### src/rtl/godai_trace_buffer_if.sv
// ---------------------------------------------------------------------------
// godai_trace_buffer_if
// Purpose : Read-side bus of the trace FIFO. It carries the head entry and the
//           valid/ready handshake from the buffer (master) to the consumer
//           (slave).
// Signals : trace_valid_o  - head entry available (master -> slave)
//           trace_ready_i  - consumer accepts head entry (slave -> master)
//           trace_event_o  - head event vector, NUM_EVENTS bits
//           trace_pc_o     - head PC, ADDR_WIDTH bits
//           trace_ts_o     - head timestamp, TS_WIDTH bits
// ---------------------------------------------------------------------------
interface godai_trace_buffer_if #(
    parameter int NUM_EVENTS = 5,
    parameter int ADDR_WIDTH = 32,
    parameter int TS_WIDTH   = 16
);
    logic                  trace_valid_o;
    logic                  trace_ready_i;
    logic [NUM_EVENTS-1:0] trace_event_o;
    logic [ADDR_WIDTH-1:0] trace_pc_o;
    logic [TS_WIDTH-1:0]   trace_ts_o;

    modport master (
        output trace_valid_o,
        output trace_event_o,
        output trace_pc_o,
        output trace_ts_o,
        input  trace_ready_i
    );

    modport slave (
        input  trace_valid_o,
        input  trace_event_o,
        input  trace_pc_o,
        input  trace_ts_o,
        output trace_ready_i
    );
endinterface

### src/rtl/godai_trace_buffer.sv
// ---------------------------------------------------------------------------
// godai_trace_buffer
// Purpose : Captures core trace events ({event vector, PC, timestamp}) into a
//           first-word-fall-through FIFO that a consumer drains over a
//           valid/ready interface. A free-running timestamp stamps each entry.
//           Pushes arriving while the FIFO is full and not popping are dropped
//           and latch a sticky overflow flag.
// Ports   : clk          - clock, rising edge
//           rst_n        - synchronous active-low reset
//           trace_en_i   - capture enable
//           clear_i      - synchronous flush of FIFO and overflow flag
//           event_i      - per-cycle event strobes
//           event_mask_i - per-event capture mask (GODAI_TRACE_FILTER_EN only)
//           pc_i         - core PC sampled with the events
//           trace        - read-side bus (godai_trace_buffer_if.master)
//           count_o      - current occupancy, 0..DEPTH
//           overflow_o   - sticky dropped-entry flag
// Config  : define GODAI_TRACE_FILTER_EN to add event_mask_i; the recorded
//           vector becomes event_i & event_mask_i.
// ---------------------------------------------------------------------------
module godai_trace_buffer #(
    parameter int ADDR_WIDTH = 32,
    parameter int NUM_EVENTS = 5,
    parameter int DEPTH      = 16,
    parameter int TS_WIDTH   = 16
) (
    input  logic                        clk,
    input  logic                        rst_n,
    input  logic                        trace_en_i,
    input  logic                        clear_i,
    input  logic [NUM_EVENTS-1:0]       event_i,
`ifdef GODAI_TRACE_FILTER_EN
    input  logic [NUM_EVENTS-1:0]       event_mask_i,
`endif
    input  logic [ADDR_WIDTH-1:0]       pc_i,
    godai_trace_buffer_if.master        trace,
    output logic [$clog2(DEPTH):0]      count_o,
    output logic                        overflow_o
);

    localparam int PTR_W   = $clog2(DEPTH);
    localparam int CNT_W   = PTR_W + 1;
    localparam int ENTRY_W = NUM_EVENTS + ADDR_WIDTH + TS_WIDTH;
    localparam logic [CNT_W-1:0] FULL_CNT = CNT_W'(DEPTH);

    logic [ENTRY_W-1:0]    mem_q [DEPTH];
    logic [PTR_W-1:0]      wr_ptr_q, wr_ptr_d;
    logic [PTR_W-1:0]      rd_ptr_q, rd_ptr_d;
    logic [CNT_W-1:0]      count_q, count_d;
    logic                  overflow_q, overflow_d;
    logic [TS_WIDTH-1:0]   ts_q, ts_d;

    logic [NUM_EVENTS-1:0] rec_vec;
    logic                  empty, full;
    logic                  push_req, push, pop, drop;
    logic [ENTRY_W-1:0]    head;

    always_comb begin
`ifdef GODAI_TRACE_FILTER_EN
        rec_vec = event_i & event_mask_i;
`else
        rec_vec = event_i;
`endif
        empty    = (count_q == '0);
        full     = (count_q == FULL_CNT);
        push_req = trace_en_i & ~clear_i & (|rec_vec);
        pop      = ~empty & trace.trace_ready_i & ~clear_i;
        // A full FIFO can still take a push when the head leaves this cycle:
        // the write lands in the slot being vacated.
        push     = push_req & (~full | pop);
        drop     = push_req & full & ~pop;

        wr_ptr_d   = wr_ptr_q;
        rd_ptr_d   = rd_ptr_q;
        count_d    = count_q;
        overflow_d = overflow_q;
        // Timestamp keeps running through clear; it wraps naturally.
        ts_d       = ts_q + TS_WIDTH'(1);

        if (clear_i) begin
            wr_ptr_d   = '0;
            rd_ptr_d   = '0;
            count_d    = '0;
            overflow_d = 1'b0;
        end else begin
            if (push) wr_ptr_d = wr_ptr_q + PTR_W'(1);
            if (pop)  rd_ptr_d = rd_ptr_q + PTR_W'(1);
            if (push && !pop)      count_d = count_q + CNT_W'(1);
            else if (!push && pop) count_d = count_q - CNT_W'(1);
            if (drop) overflow_d = 1'b1;
        end
    end

    always_ff @(posedge clk) begin
        if (!rst_n) begin
            wr_ptr_q   <= '0;
            rd_ptr_q   <= '0;
            count_q    <= '0;
            overflow_q <= 1'b0;
            ts_q       <= '0;
        end else begin
            wr_ptr_q   <= wr_ptr_d;
            rd_ptr_q   <= rd_ptr_d;
            count_q    <= count_d;
            overflow_q <= overflow_d;
            ts_q       <= ts_d;
        end
    end

    // Storage is never reset; occupancy alone decides what is valid.
    always_ff @(posedge clk) begin
        if (rst_n && push) begin
            mem_q[wr_ptr_q] <= {rec_vec, pc_i, ts_q};
        end
    end

    // Head fields are forced to zero whenever nothing is valid.
    always_comb begin
        head                = mem_q[rd_ptr_q];
        trace.trace_valid_o = ~empty;
        trace.trace_event_o = '0;
        trace.trace_pc_o    = '0;
        trace.trace_ts_o    = '0;
        if (!empty) begin
            trace.trace_event_o = head[ENTRY_W-1 -: NUM_EVENTS];
            trace.trace_pc_o    = head[TS_WIDTH +: ADDR_WIDTH];
            trace.trace_ts_o    = head[TS_WIDTH-1:0];
        end
    end

    assign count_o    = count_q;
    assign overflow_o = overflow_q;

endmodule
### src/flat_wrapper.sv
// flat-port wrapper written by rule: the top's interface ports become plain ports
module godai_trace_buffer_flat 
#(
    parameter int ADDR_WIDTH = 32,
    parameter int NUM_EVENTS = 5,
    parameter int DEPTH      = 16,
    parameter int TS_WIDTH   = 16
)
  (clk, rst_n, trace_en_i, clear_i, event_i, pc_i, count_o, overflow_o, trace_trace_valid_o, trace_trace_event_o, trace_trace_pc_o, trace_trace_ts_o, trace_trace_ready_i);
  godai_trace_buffer_if #(.NUM_EVENTS(NUM_EVENTS), .ADDR_WIDTH(ADDR_WIDTH), .TS_WIDTH(TS_WIDTH)) trace_i ();
  input  logic clk;
  input  logic rst_n;
  input  logic trace_en_i;
  input  logic clear_i;
  input  logic [NUM_EVENTS-1:0] event_i;
  input  logic [ADDR_WIDTH-1:0] pc_i;
  output logic [$clog2(DEPTH):0] count_o;
  output logic overflow_o;
  output wire logic [$bits(trace_i.trace_valid_o)-1:0] trace_trace_valid_o;
  output wire logic [$bits(trace_i.trace_event_o)-1:0] trace_trace_event_o;
  output wire logic [$bits(trace_i.trace_pc_o)-1:0] trace_trace_pc_o;
  output wire logic [$bits(trace_i.trace_ts_o)-1:0] trace_trace_ts_o;
  input wire logic [$bits(trace_i.trace_ready_i)-1:0] trace_trace_ready_i;
  assign trace_trace_valid_o = trace_i.trace_valid_o;
  assign trace_trace_event_o = trace_i.trace_event_o;
  assign trace_trace_pc_o = trace_i.trace_pc_o;
  assign trace_trace_ts_o = trace_i.trace_ts_o;
  assign trace_i.trace_ready_i = trace_trace_ready_i;
  godai_trace_buffer #(.ADDR_WIDTH(ADDR_WIDTH), .NUM_EVENTS(NUM_EVENTS), .DEPTH(DEPTH), .TS_WIDTH(TS_WIDTH)) u_core (.clk(clk), .rst_n(rst_n), .trace_en_i(trace_en_i), .clear_i(clear_i), .event_i(event_i), .pc_i(pc_i), .trace(trace_i), .count_o(count_o), .overflow_o(overflow_o));
endmodule
### config.mk
export PLATFORM = sky130hd
export DESIGN_NAME = godai_trace_buffer_flat
export DESIGN_NICKNAME = d
export VERILOG_FILES = /design/src/rtl/godai_trace_buffer_if.sv /design/src/rtl/godai_trace_buffer.sv /design/src/flat_wrapper.sv
export SDC_FILE = /design/constraint.sdc
export NUM_CORES = 1
export LEC_CHECK = 0
export CAP_MARGIN = 10
export CORE_UTILIZATION = 30
export DETAILED_ROUTE_END_ITERATION = 10
export MAX_ROUTING_LAYER = met4
export SYNTH_ARGS = -nofsm -noshare
export SYNTH_HDL_FRONTEND = slang
export SYNTH_SLANG_ARGS = --single-unit
### constraint.sdc
create_clock -name clk -period 14.54 [get_ports clk]
set_input_delay 1.454 -clock clk [delete_from_list [all_inputs] [get_ports clk]]
set_output_delay 1.454 -clock clk [all_outputs]
set_load 0.03 [all_outputs]
After elaboration in Yosys (flattened, before gate mapping)
Memory sizes are Yosys's and may differ from the RTL's. A register that Yosys moved wholly into a read port is not among the register bits.
Index checks and enable logic that the tools add are counted.
Cells by class
  $add $sub $neg: 5
  eq/ne operators: 1
  multiplexer cells: 9
  bitwise gates (word level): 13
  reduce and logical (&&, ||, !) cells: 9
Operator list (number)
  $mux 32: 1
  $add 16x1->16 const B: 1
  $mux 16: 1
  $mux 5: 3
  $add 4x1->4 const B: 2
  $mux 4: 2
  $and 1x1->1: 7
  $add 5x1->5 const B: 1
  $eq 5x5->1 const B: 1
  $logic_not 5->1: 1
  $not 1->1: 5
  $reduce_or 5->1: 1
  $sub 5x1->5 const B: 1
  $logic_and 1x1->1: 3
  $logic_not 1->1: 2
  $mux 1: 2
  $reduce_bool 2->1: 1
  $reduce_or 2->1: 1
  $or 1x1->1: 1
Storage, ports and cells
  register bits: 30
  bits in writable memories: 848
  output and inout bits: 60
  word-level logic and storage cells: 43
  memories kept: 1
Memories
  u_core.mem_q: depth 16, width 53, rd ports 1, clocked after Yosys merged registers in 1, wr ports 1, line godai_trace_buffer.sv:46  | logic [ENTRY_W-1:0] mem_q [DEPTH];

Longest topological paths before layout
  depth in word-level cells: 10
  depth in mapped cells: 12
  mapped depth without buffers: 11

Worst setup path after synthesis
No wires, ideal clock.
  kind: input to register
  start: input trace_en_i
  end: memory u_core.mem_q[2][0] (netlist bit) (enable)
  setup time: 0.595 ns
  arrival time: 7.137 ns
  required time: 13.945 ns
  path slack: 6.808 ns
  stages on the path: 5
  buffers on the path: 1
  path through: nor2b_1 > o21a_1 > nand2_1 > buf_2 > nor4_1
Between the ends
  cells in the longest elaborated chain, start to end: 6
Ends and longest elaborated chain
  start, declared: line flat_wrapper.sv:13  | input logic trace_en_i;
  $and 1x1->1 (2 in a row): line godai_trace_buffer.sv:66  | push_req = trace_en_i & ~clear_i & (|rec_vec);
  $and 1x1->1: line godai_trace_buffer.sv:70  | push = push_req & (~full | pop);
  $logic_and 1x1->1: line godai_trace_buffer.sv:112  | if (rst_n && push) begin
  $mux 1: line godai_trace_buffer.sv:112
  $mux 1 (implied by the code): line godai_trace_buffer.sv:113  | mem_q[wr_ptr_q] <= {rec_vec, pc_i, ts_q};
  end, declared: line godai_trace_buffer.sv:46
No other way between the ends.

==> results.yml <==
yosys:
  synth_fa_ha_area_share_pct: 0.429
  synth.distinct_cells: 47
  netlist_top_cells_area: "edfxtp_1 75%, mux4_2 14%, dfxtp_1 2.0%, mux2_2 1.7%, a221o_1 1.5%"
  ys_seq_area_share_pct: 77.2
  syn_area_um2: 33900
  ys_ff_latch: 882
  synthSimpleGateAreaFrac_pct: 2.69
  async_reset_ff_share_pct: 0
  yosys.area.top_type_share_pct: 75.2
  synth_commonest_cells: "848 x edfxtp_1, 211 x mux4_2, 56 x nor2b_1, 52 x mux2_2, 51 x a221o_1"
  synth-compound-area-share_pct: 2.03
  synth_flop_cell: "edfxtp_1"
  syn_area_per_cell_um2: 22.5
  syn_nets: 1558
  synth_warnings: 0
  synth_xor_xnor_area_share_pct: 0.414
  synth_edf_count: 848
  synth_top_family_by_area: "multiplexers"
  syn_inst: 1505
  yosysMostFrequentCell: "edfxtp_1"
  muxShareOfSynthArea_pct: 15.9
  yosysTopAreaCell: "edfxtp_1"
die:
  start_util_pct: 30.4
  core_um2: 111000
  dieArea_um2: 114000
  num_rows: 122
  io_pins: 102
  die_x_um: 338
  die_h_um: 338
global_routing:
  grt_max_degree: 117
  track_usage_pct: 14.1
  grt_pass1_vias: 16700
  grt_first_pass_wirelength_um: 114000
  gr-total-overflow: 0
  antenna_found_initial: 5
placement:
  post-place-ws_ns: 8.80
  hpwl_um: 39500
  placed_cells: 3054
  place_congestion: 0.711
  place_area_um2: 36800
  numPortBuffers: 101
timing:
  timing.setup.tns_ns: 0
  hold_slack_ns: 0.488
  period_needed_ns: 6.25
  layout_setup_ws_ns: 8.29
  hold_viol: 0
  period_share_pct: 43.0
  setup-violations-final: 0
  rsz0062_at_grt: "false"
  skew_ns: 0.0173
  max_freq_mhz: 160
  relSlewSlack_pct: 22.7
  drv_slew: 0
  tightest_slew_ns: 1.16
clock_tree:
  numCtsBuffers: 83
  cts_setup_buffers: 0
  clock-sinks: 882
  cts_buffer_depth: 3
  clockRootBuffer: "clkbuf_16"
  clkTransAtPathRegs_ns: 0.06
  htree_num_levels: 3
  cts_tree: "yes"
  insertion_delay_ns: 0.64
  hold_buffers: 0
  cts_resized: 0
detailed_routing:
  vias: 15700
  via_per_inst: 4.89
  drc: 0
  routedWlPerCell_um: 24.2
  ant_nets: 0
  wirelength_um: 77700
  initialDrtViolationCount: 1288
  drtPass1Iterations: 4
worst_setup_path:
  crit_path_max_incr_delay_ns: 0.91
  critPathKind: "reg -> out"
  slowest_stage: "buf_4"
  cp_common_cell: "buf_4"
  crit_fanout: 55
  required_ns: 13.09
  arrival_ns: 4.80
  critPathLaunchType: "flip-flop"
  end_kind: "primary output"
  cp_cell_sequence: "buf_4, buf_4, mux4_2, nor2b_1, a221o_1, clkdlybuf4s50_1"
layout:
  design_area_um2: 39500
  drive_above_1_share_pct: 26.1
  fin_cells: 3212
  nets: 1704
  post-route-util_pct: 35.5
  syn_to_final_growth_pct: 16.5
job:
  cap_violations: 0
pwr:
  power.density_nw_per_um2: 131
  peakVddDrop_uv: 90.7
  p_total_mw: 5.17
  power_leakage_nw: 11.9
hold_path:
  hold_path_class: "reg -> reg"
status:
  status: "finished, final reports clean"
[logic make-up (layout without fill, tap and decap cells)]
kind of cell	after synthesis	after routing
AOI/OAI and AO/OA	77	77
xor gates and xnor gates	16	16
adders and majority gates	11	11
buffers and inverters	87	300
DFF	882	882
muxes	269	269
other	0	6
and+or+nand+nor	163	163
[routing by layer]
metal,vias to the layer above,global-route usage [%],wire length (µm)
met2,375,22.7,38500
met3,89,2.52,3880
met1,8577,18.5,34000
met4,0,3.54,1300
li1,6656,-,-
met5,-,-,0
[sequential cells by signal, indices dropped and copies added (netlist names), named ones only]
register           cells
u_core.mem_q         848
u_core.rd_ptr_q        4
u_core.wr_ptr_q        4
u_core.ts_q           16
u_core.overflow_o      1
u_core.count_o         5
[path summary, 6_finish.rpt]
check,startpoint,to,slack (ns),cells after the start
worst min-delay path,u_core.overflow_o$_SDFFE_PP0P_,u_core.overflow_o$_SDFFE_PP0P_,0.49,2
worst max register to register,u_core.count_o[0]$_SDFFE_PP0P_,u_core.count_o[4]$_SDFFE_PP0P_,11.03,10
worst min register to register,u_core.overflow_o$_SDFFE_PP0P_,u_core.overflow_o$_SDFFE_PP0P_,0.49,2
worst max-delay path,flip-flop,trace_trace_event_o[4],8.29,6
[cell usage in the layout, fill, tap and decap left out, types with 6 or more instances in the layout]
master / count
nand2b_1: 8
nand3_1: 13
nand4_1: 6
nor2_1: 17
mux2_2: 52
clkbuf_16: 86
xor2_1: 9
xnor2_1: 7
clkinv_2: 20
and2_1: 12
nand2_1: 18
mux2i_1: 6
a221o_1: 51
ha_1: 10
clkdlybuf4s50_1: 101
dfxtp_1: 31
mux4_2: 211
a21oi_1: 7
nor3_2: 10
buf_4: 38
clkbuf_1: 10
edfxtp_1: 848
clkinv_1: 19
diode_2: 6
inv_1: 8
bufinv_16: 7
nor2b_1: 56
[final cells by class]
class                      instances  area (µm²)
antenna                            6        15.0
clock buffer                      96        2190
clock inverter                    56         487
fill                           10100       71800
inverter                           8        30.0
multi-input combinational        536        7400
sequential                       882       26200
tap                             1488        1860
timing repair buffer             140        1320
[worst max-delay path: cells and delay by family, from the launching register on]
| family | cells | cell delay, ns |
|---|---|---|
| buffers and inverters | 3 | 2.25 |
| flip-flops | 1 | 0.68 |
| multiplexers | 1 | 0.57 |
| AO/OA/AOI/OAI | 1 | 0.39 |
| AND/OR/NAND/NOR | 1 | 0.14 |
[power breakdown]
part | leakage [nW] | switching, mW | internal (mW)
registers | 8.02 | 0.00949 | 2.78
clock network | 1.31 | 0.929 | 1.21
logic | 2.53 | 0.151 | 0.0971
total | 11.9 | 1.09 | 4.09
Note: power is estimated with default switching activity, not from simulation.
